**src/rtl/msrv32_ahb_data_arbiter.sv**
```systemverilog
// Two-port round-robin arbiter/sequencer for the msrv32 AHB-Lite data port.
// Optional data-phase timeout: define MSRV32_DARB_TIMEOUT_EN.
module msrv32_ahb_data_arbiter #(
    parameter int ADDR_W         = 32,
    parameter int DATA_W         = 32,
    parameter int TIMEOUT_CYCLES = 16
) (
    input  logic                ms_riscv32_mp_clk_in,
    input  logic                ms_riscv32_mp_rst_in,
    input  logic                req0_valid_in,
    input  logic [ADDR_W-1:0]   req0_addr_in,
    input  logic [DATA_W-1:0]   req0_wdata_in,
    input  logic [DATA_W/8-1:0] req0_wmask_in,
    input  logic                req0_we_in,
    output logic                req0_ready_out,
    output logic                rsp0_valid_out,
    output logic [DATA_W-1:0]   rsp0_rdata_out,
    output logic                rsp0_err_out,
    input  logic                req1_valid_in,
    input  logic [ADDR_W-1:0]   req1_addr_in,
    input  logic [DATA_W-1:0]   req1_wdata_in,
    input  logic [DATA_W/8-1:0] req1_wmask_in,
    input  logic                req1_we_in,
    output logic                req1_ready_out,
    output logic                rsp1_valid_out,
    output logic [DATA_W-1:0]   rsp1_rdata_out,
    output logic                rsp1_err_out,
    output logic [ADDR_W-1:0]   ms_riscv32_mp_dmaddr_out,
    output logic [DATA_W-1:0]   ms_riscv32_mp_dmdata_out,
    output logic [DATA_W/8-1:0] ms_riscv32_mp_dmwr_mask_out,
    output logic                ms_riscv32_mp_dmwr_req_out,
    output logic [1:0]          ms_riscv32_mp_data_htrans_out,
    input  logic [DATA_W-1:0]   ms_riscv32_mp_data_in,
    input  logic                ms_riscv32_mp_data_hready_in,
    input  logic                ms_riscv32_mp_hresp_in
);
    localparam int MW = DATA_W / 8;

    typedef enum logic [1:0] {
        S_IDLE = 2'd0,
        S_ADDR = 2'd1,
        S_DATA = 2'd2
    } state_t;

    state_t            r_state;
    state_t            w_next;
    logic              r_last;
    logic              r_owner;
    logic              r_we;
    logic [ADDR_W-1:0] r_addr;
    logic [DATA_W-1:0] r_wdata;
    logic [MW-1:0]     r_mask;
    logic              r_rsp0_v;
    logic              r_rsp1_v;
    logic [DATA_W-1:0] r_rdata0;
    logic [DATA_W-1:0] r_rdata1;
    logic              r_err0;
    logic              r_err1;
    logic              w_sel;
    logic              w_accept;
    logic              w_done;
    logic              w_tmo;
    logic              w_rst_n;

    assign w_rst_n  = ms_riscv32_mp_rst_in;
    assign w_accept = w_rst_n && (r_state == S_IDLE)
                      && (req0_valid_in || req1_valid_in);
    assign w_done   = (r_state == S_DATA) && ms_riscv32_mp_data_hready_in;

    // Round-robin pick: on a tie the port that did not win last time
    always_comb begin
        w_sel = req1_valid_in;
        if (req0_valid_in && req1_valid_in)
            w_sel = ~r_last;
    end

`ifdef MSRV32_DARB_TIMEOUT_EN
    localparam int CW = $clog2(TIMEOUT_CYCLES + 1);
    localparam logic [CW-1:0] TMO_LAST = CW'(TIMEOUT_CYCLES - 1);
    logic [CW-1:0] r_tmo_cnt;

    assign w_tmo = (r_state == S_DATA) && !ms_riscv32_mp_data_hready_in
                   && (r_tmo_cnt == TMO_LAST);

    // Count data-phase wait states, restarting on every data phase entry
    always_ff @(posedge ms_riscv32_mp_clk_in) begin
        if (!w_rst_n)
            r_tmo_cnt <= '0;
        else if (r_state == S_ADDR && ms_riscv32_mp_data_hready_in)
            r_tmo_cnt <= '0;
        else if (r_state == S_DATA && !ms_riscv32_mp_data_hready_in)
            r_tmo_cnt <= r_tmo_cnt + 1'b1;
    end
`else
    // Timeout disabled: data phase waits on hready forever
    assign w_tmo = (TIMEOUT_CYCLES < 0);
`endif

    // State register
    always_ff @(posedge ms_riscv32_mp_clk_in) begin
        if (!w_rst_n)
            r_state <= S_IDLE;
        else
            r_state <= w_next;
    end

    // Next-state logic
    always_comb begin
        w_next = r_state;
        unique case (r_state)
            S_IDLE: if (w_accept) w_next = S_ADDR;
            S_ADDR: if (ms_riscv32_mp_data_hready_in) w_next = S_DATA;
            S_DATA: if (w_done || w_tmo) w_next = S_IDLE;
            default: w_next = S_IDLE;
        endcase
    end

    // Output decode
    always_comb begin
        req0_ready_out                = w_accept && !w_sel;
        req1_ready_out                = w_accept && w_sel;
        ms_riscv32_mp_data_htrans_out = (r_state == S_ADDR) ? 2'b10 : 2'b00;
        ms_riscv32_mp_dmaddr_out      = r_addr;
        ms_riscv32_mp_dmdata_out      = r_wdata;
        ms_riscv32_mp_dmwr_mask_out   = r_mask;
        ms_riscv32_mp_dmwr_req_out    = r_we;
        rsp0_valid_out                = r_rsp0_v;
        rsp0_rdata_out                = r_rdata0;
        rsp0_err_out                  = r_err0;
        rsp1_valid_out                = r_rsp1_v;
        rsp1_rdata_out                = r_rdata1;
        rsp1_err_out                  = r_err1;
    end

    // Capture the winning request and remember who won
    always_ff @(posedge ms_riscv32_mp_clk_in) begin
        if (!w_rst_n) begin
            r_last  <= 1'b1;
            r_owner <= 1'b0;
            r_we    <= 1'b0;
            r_addr  <= '0;
            r_wdata <= '0;
            r_mask  <= '0;
        end else if (w_accept) begin
            r_last  <= w_sel;
            r_owner <= w_sel;
            r_we    <= w_sel ? req1_we_in    : req0_we_in;
            r_addr  <= w_sel ? req1_addr_in  : req0_addr_in;
            r_wdata <= w_sel ? req1_wdata_in : req0_wdata_in;
            r_mask  <= w_sel ? req1_wmask_in : req0_wmask_in;
        end
    end

    // Return read data / error to the owner as a one-cycle pulse
    always_ff @(posedge ms_riscv32_mp_clk_in) begin
        if (!w_rst_n) begin
            r_rsp0_v <= 1'b0;
            r_rsp1_v <= 1'b0;
            r_rdata0 <= '0;
            r_rdata1 <= '0;
            r_err0   <= 1'b0;
            r_err1   <= 1'b0;
        end else begin
            r_rsp0_v <= 1'b0;
            r_rsp1_v <= 1'b0;
            if (w_done || w_tmo) begin
                if (r_owner) begin
                    r_rsp1_v <= 1'b1;
                    r_rdata1 <= (r_we || w_tmo) ? '0 : ms_riscv32_mp_data_in;
                    r_err1   <= w_tmo | ms_riscv32_mp_hresp_in;
                end else begin
                    r_rsp0_v <= 1'b1;
                    r_rdata0 <= (r_we || w_tmo) ? '0 : ms_riscv32_mp_data_in;
                    r_err0   <= w_tmo | ms_riscv32_mp_hresp_in;
                end
            end
        end
    end

endmodule

```
**config.mk**
```make
export PLATFORM = sky130hd
export DESIGN_NAME = msrv32_ahb_data_arbiter
export DESIGN_NICKNAME = d
export VERILOG_FILES = /design/src/rtl/msrv32_ahb_data_arbiter.sv
export SDC_FILE = /design/constraint.sdc
export NUM_CORES = 1
export LEC_CHECK = 0
export ABC_AREA = 1
export ABC_CLOCK_PERIOD_IN_PS = 3000
export BUFFER_PORTS_ARGS = -buffer_cell sky130_fd_sc_hd__buf_2
export CORE_MARGIN = 5
export CORE_UTILIZATION = 50
export CTS_CLUSTER_SIZE = 16
export DETAILED_ROUTE_END_ITERATION = 16
export GPL_TIMING_DRIVEN = 1
export PLACE_DENSITY_LB_ADDON = 0.12
export SYNTH_ARGS = -nofsm -noshare
export SYNTH_HDL_FRONTEND = slang
export SYNTH_SLANG_ARGS = --single-unit
```
**constraint.sdc**
```tcl
create_clock -name ms_riscv32_mp_clk_in -period 3 [get_ports ms_riscv32_mp_clk_in]
set_input_delay 0.45 -clock ms_riscv32_mp_clk_in [delete_from_list [all_inputs] [get_ports ms_riscv32_mp_clk_in]]
set_output_delay 0.45 -clock ms_riscv32_mp_clk_in [all_outputs]
set_load 0.02 [all_outputs]
```
-- Yosys cells after proc, flatten, opt, wreduce, memory -nomap -nowiden
Cells that the tools add are included.
- register bits: 141
- input port bits: 176
- output and inout bits: 141
- logic and storage cells: 46
- eq/ne operators: 5
- multiplexer cells: 13
- bitwise operators: 2
- reduce and logical (&&, ||, !) cells: 13
- operators by type and width (cell ; number):
    $mux 32 ; 3
    $mux 2 ; 4
    $logic_and 1x1->1 ; 6
    $ne 2x2->1 const B ; 3
    $pmux 2 s3 ; 1
    $reduce_and 2->1 ; 3
    $mux 1 ; 4
    $mux 4 ; 1
    $reduce_and 3->1 ; 1
    $eq 2x1->1 const B ; 1
    $eq 2x2->1 const B ; 1
    $logic_not 2->1 ; 1
    $not 1->1 ; 2
    $logic_not 1->1 ; 1
    $logic_or 1x1->1 ; 1

-- Logic depth before layout (Yosys ltp)
- word-level depth: 5
- mapped depth: 8
- gate-level depth less buffers: 7

-- Worst setup path before layout
OpenSTA, ideal clock, no wires.
- path type: input-to-output
- start: input req1_valid_in
- end: output req0_ready_out
- arrival: 1316 ps
- required time: 2550 ps
- setup slack: 1234 ps
- stages on the path: 5
- path buffers: 2
- cell sequence: buf_4 -> nand2_1 -> buf_2 -> inv_1 -> nor2_1
- cells in the longest elaborated chain, start to end: 4
- elaborated cells on any way between the ends: 6
- classes of those cells: 1 x mux; 5 x reduce/logical
- ends and longest elaborated chain (element ; RTL line ; RTL):
    start: declaration ; 19 ; input logic req1_valid_in,
    $logic_and 1x1->1 ; 73 ; if (req0_valid_in && req1_valid_in)
    $mux 1 ; 73 ;
    $logic_not 1->1 ; 120 ; req0_ready_out = w_accept && !w_sel;
    $logic_and 1x1->1 (*) ; 120 ;
    end: declaration ; 15 ; output logic req0_ready_out,
Mark *: on every way between the ends. The rest lies on a longest branch, timed or not.

-- Final worst setup path
- start: register r_state[1]
- end: output req1_ready_out
- cells in the longest elaborated chain, start to end: 4
- ends and longest elaborated chain (element ; RTL line ; RTL):
    start: declaration ; 45 ; state_t r_state;
    start signal: assignment ; 104 ; r_state <= w_next;
    $logic_not 2->1 ; 66 ; assign w_accept = w_rst_n && (r_state == S_IDLE)
    $logic_and 1x1->1 ; 66 ;
    $logic_and 1x1->1 ; 67 ; && (req0_valid_in || req1_valid_in);
    $logic_and 1x1->1 ; 121 ; req1_ready_out = w_accept && w_sel;
    end: declaration ; 24 ; output logic req1_ready_out,
Every way passes these cells.

==> impl_results.md <==
* VDD IR max at 0.336 mV
* Final WL at 20900 µm
* Die Width at 123 µm
* Vias in the first global route at 6319
* Predominant post-synthesis flop cell: dfxtp_1
* CP endpoint: req1_ready_out
* Cell count after synthesis at 988
* Clock Latency Late Sink at 0.41 ns
* First-pass GRT wire length at 31500 µm
* Asr flop ratio synth at 0
* Setup CP Type: flip-flop to primary output
* H-tree lvl count at 4
* Area of the core at 12600 µm²
* Clock Sinks at 141
* Num CTS Buffers at 17
* Core Rows at 41
* Unrepaired setup endpoints after global routing: no
* # port buffers at 315
* Layout net count at 1440
* EDFF count, synth at 0
* Area after DPL at 7930 µm²
* Hold_buf cts at 0
* Synth warn at 0
* MaxCap Viol Count at 0
* Worst-Margin Slew at 1.11 ns
* Clk slew on worst S/H paths at 0.05 ns
* Final setup violation count at 0
* Clock Tree Root: clkbuf_16
* Flops & latches, synth at 141
* DR vias at 7037
* Commonest non-fill, non-tap cell in the layout: nand2_1
* DP Worst Slack at 0.963 ns
* Die Ht at 123 µm
* Part of the cycle the worst path needs at 0.760
* GRT overflow at 0
* Design area at 8550 µm²
* Final hold violation count at 0
* Layout cells sized above 1 at 0.285
* PostCTS Resize Cnt at 0
* Post-DRT Antenna Nets at 0
* Power Density at 585 nW/µm²
* DRT iter0 DRCs at 520
* Crit Path Max Fanout at 20
* Fmax at 439 MHz
* Layout Utilization at 0.680
* Largest net degree at the start of global routing at 103
* R2R Setup Slk at 1.00 ns
* Sequential-to-total area share from yosys stat at 0.442
* Synth cell types at 18
* Total track usage at 0.267
* Initial antenna violation count at 3
* Cell depth of the worst flop-to-flop path at 6
* Area delta synth->final at 33.7%
* CTS tree: yes
* Crit start category: flip-flop
* Required time of the critical path at 2.55 ns
* Worst r2r dst: ms_riscv32_mp_dmaddr_out[31]
* Post-DP HPWL at 14700 µm
* Setup WS post-layout at 0.720 ns
* Mapped Avg Cell Area at 6.47 µm²
* # DRC at 0
* Post-route clock skew at 0.00554 ns
* Io pins at 317
* GP Congestion at 0.867
* Synth Cell Area at 6390 µm²
* Element type at the critical path end: primary output
* Min Tclk post-route at 2.28 ns
* Slew Viols, Final at 0
* Commonest cells after routing, fill and taps aside: nand2_1 (386), buf_2 (315), dfxtp_1 (141), nor2_1 (106), a21oi_1 (102)
* Final Non-Filler Cells at 1450
* Detailed Routing Iterations Pass 1 at 5
* Die area at 15100 µm²
* Status: complete, no violations
* WL per Instance at 14.4 µm
* Tot Pwr at 5.00 mW
* Setup_tns at 0 ns
* Reg-to-reg startpoint: r_state[1]
* Post-Synthesis Net Count at 1164
* Worst Hold Launch: ms_riscv32_mp_data_in[14]
* Max Root-Sink Buffers at 2
* CP arrival at 1.83 ns
* CP Launch Point: r_state[1]
* Starting Density at 0.509
* Static Leak at 4.64 nW
* Hold WS at 0.285 ns
* Buffers inserted by post-CTS timing repair at 0
* Cells after DPL at 1417
* Worst Hold Class: input port to flip-flop
* Max transition margin at 0.260
* Post-DR vias/cell at 4.85
Yosys cell counts (2+ instances only):
cell type | count | area, µm²
a21oi_1 | 102 | 510
inv_1 | 69 | 259
buf_1 | 2 | 7.51
clkbuf_1 | 31 | 116
nand2_2 | 4 | 25.0
nand2_1 | 387 | 1450
nor2_1 | 106 | 398
dfxtp_1 | 141 | 2820
nand3_1 | 101 | 505
nor2_2 | 2 | 12.5
buf_2 | 25 | 125
buf_6 | 7 | 78.8
buf_4 | 6 | 45.0
critical path, cell delays in order, from the launching register on:
cell and delay (ns):
dfxtp_1 0.32, nor2_1 0.22, nand2_1 0.13, nor2_4 0.38, nand2_1 0.14, inv_1 0.07
buf_2 0.16
where the power goes:
part	total, mW	internal, mW	leakage (nW)	switching [mW]
Sequential	2.02	1.97	1.15	0.0561
Clock	2.16	1.41	0.292	0.748
Combinational	0.818	0.286	3.20	0.533
per-layer routing:
| metal | vias to the layer above | wire, µm | track usage |
|---|---|---|---|
| met4 | 0 | 436 | 0.104 |
| met3 | 28 | 1990 | 0.0906 |
| met2 | 280 | 10100 | 0.444 |
| li1 | 3612 | - | - |
| met1 | 3117 | 8360 | 0.317 |
| met5 | - | 0 | 0 |
worst min-delay path by stage:
stage,to,depth (start not counted)
final,rsp1_rdata_out[14],3
after CTS,rsp1_rdata_out[14],3
after floorplan,r_last,2
after global routing,r_last,2
after global placement,rsp1_rdata_out[10],2
after detailed placement,rsp1_rdata_out[10],2
flip-flops by register name, summed over array words and instances (netlist names):
register                     cells
rsp1_rdata_out                  32
r_owner                          1
rsp1_valid_out                   1
ms_riscv32_mp_dmaddr_out        32
r_last                           1
ms_riscv32_mp_dmwr_req_out       1
rsp0_err_out                     1
rsp1_err_out                     1
r_state                          2
rsp0_rdata_out                  32
ms_riscv32_mp_dmwr_mask_out      4
rsp0_valid_out                   1
ms_riscv32_mp_dmdata_out        32
cells by family (layout without fill, tap and decap cells):
logic type | after synthesis | count (layout) | share of synthesized area
DFF | 141 | 141 | 0.442
AOI/OAI and AO/OA | 104 | 104 | 0.0818
other | 1 | 4 | 0.000587
buffers and inverters | 140 | 427 | 0.0989
and+or+nand+nor | 602 | 602 | 0.377
cell type report:
cell class / instances / area, µm²
timing repair buffer: 328 / 1690
fill: 1174 / 4020
clock buffer: 25 / 505
multi-input combinational: 707 / 2940
tap: 172 / 215
antenna: 3 / 7.51
inverter: 69 / 260
sequential: 141 / 2820
clock inverter: 5 / 105
Power figures use the tool's default switching activity.
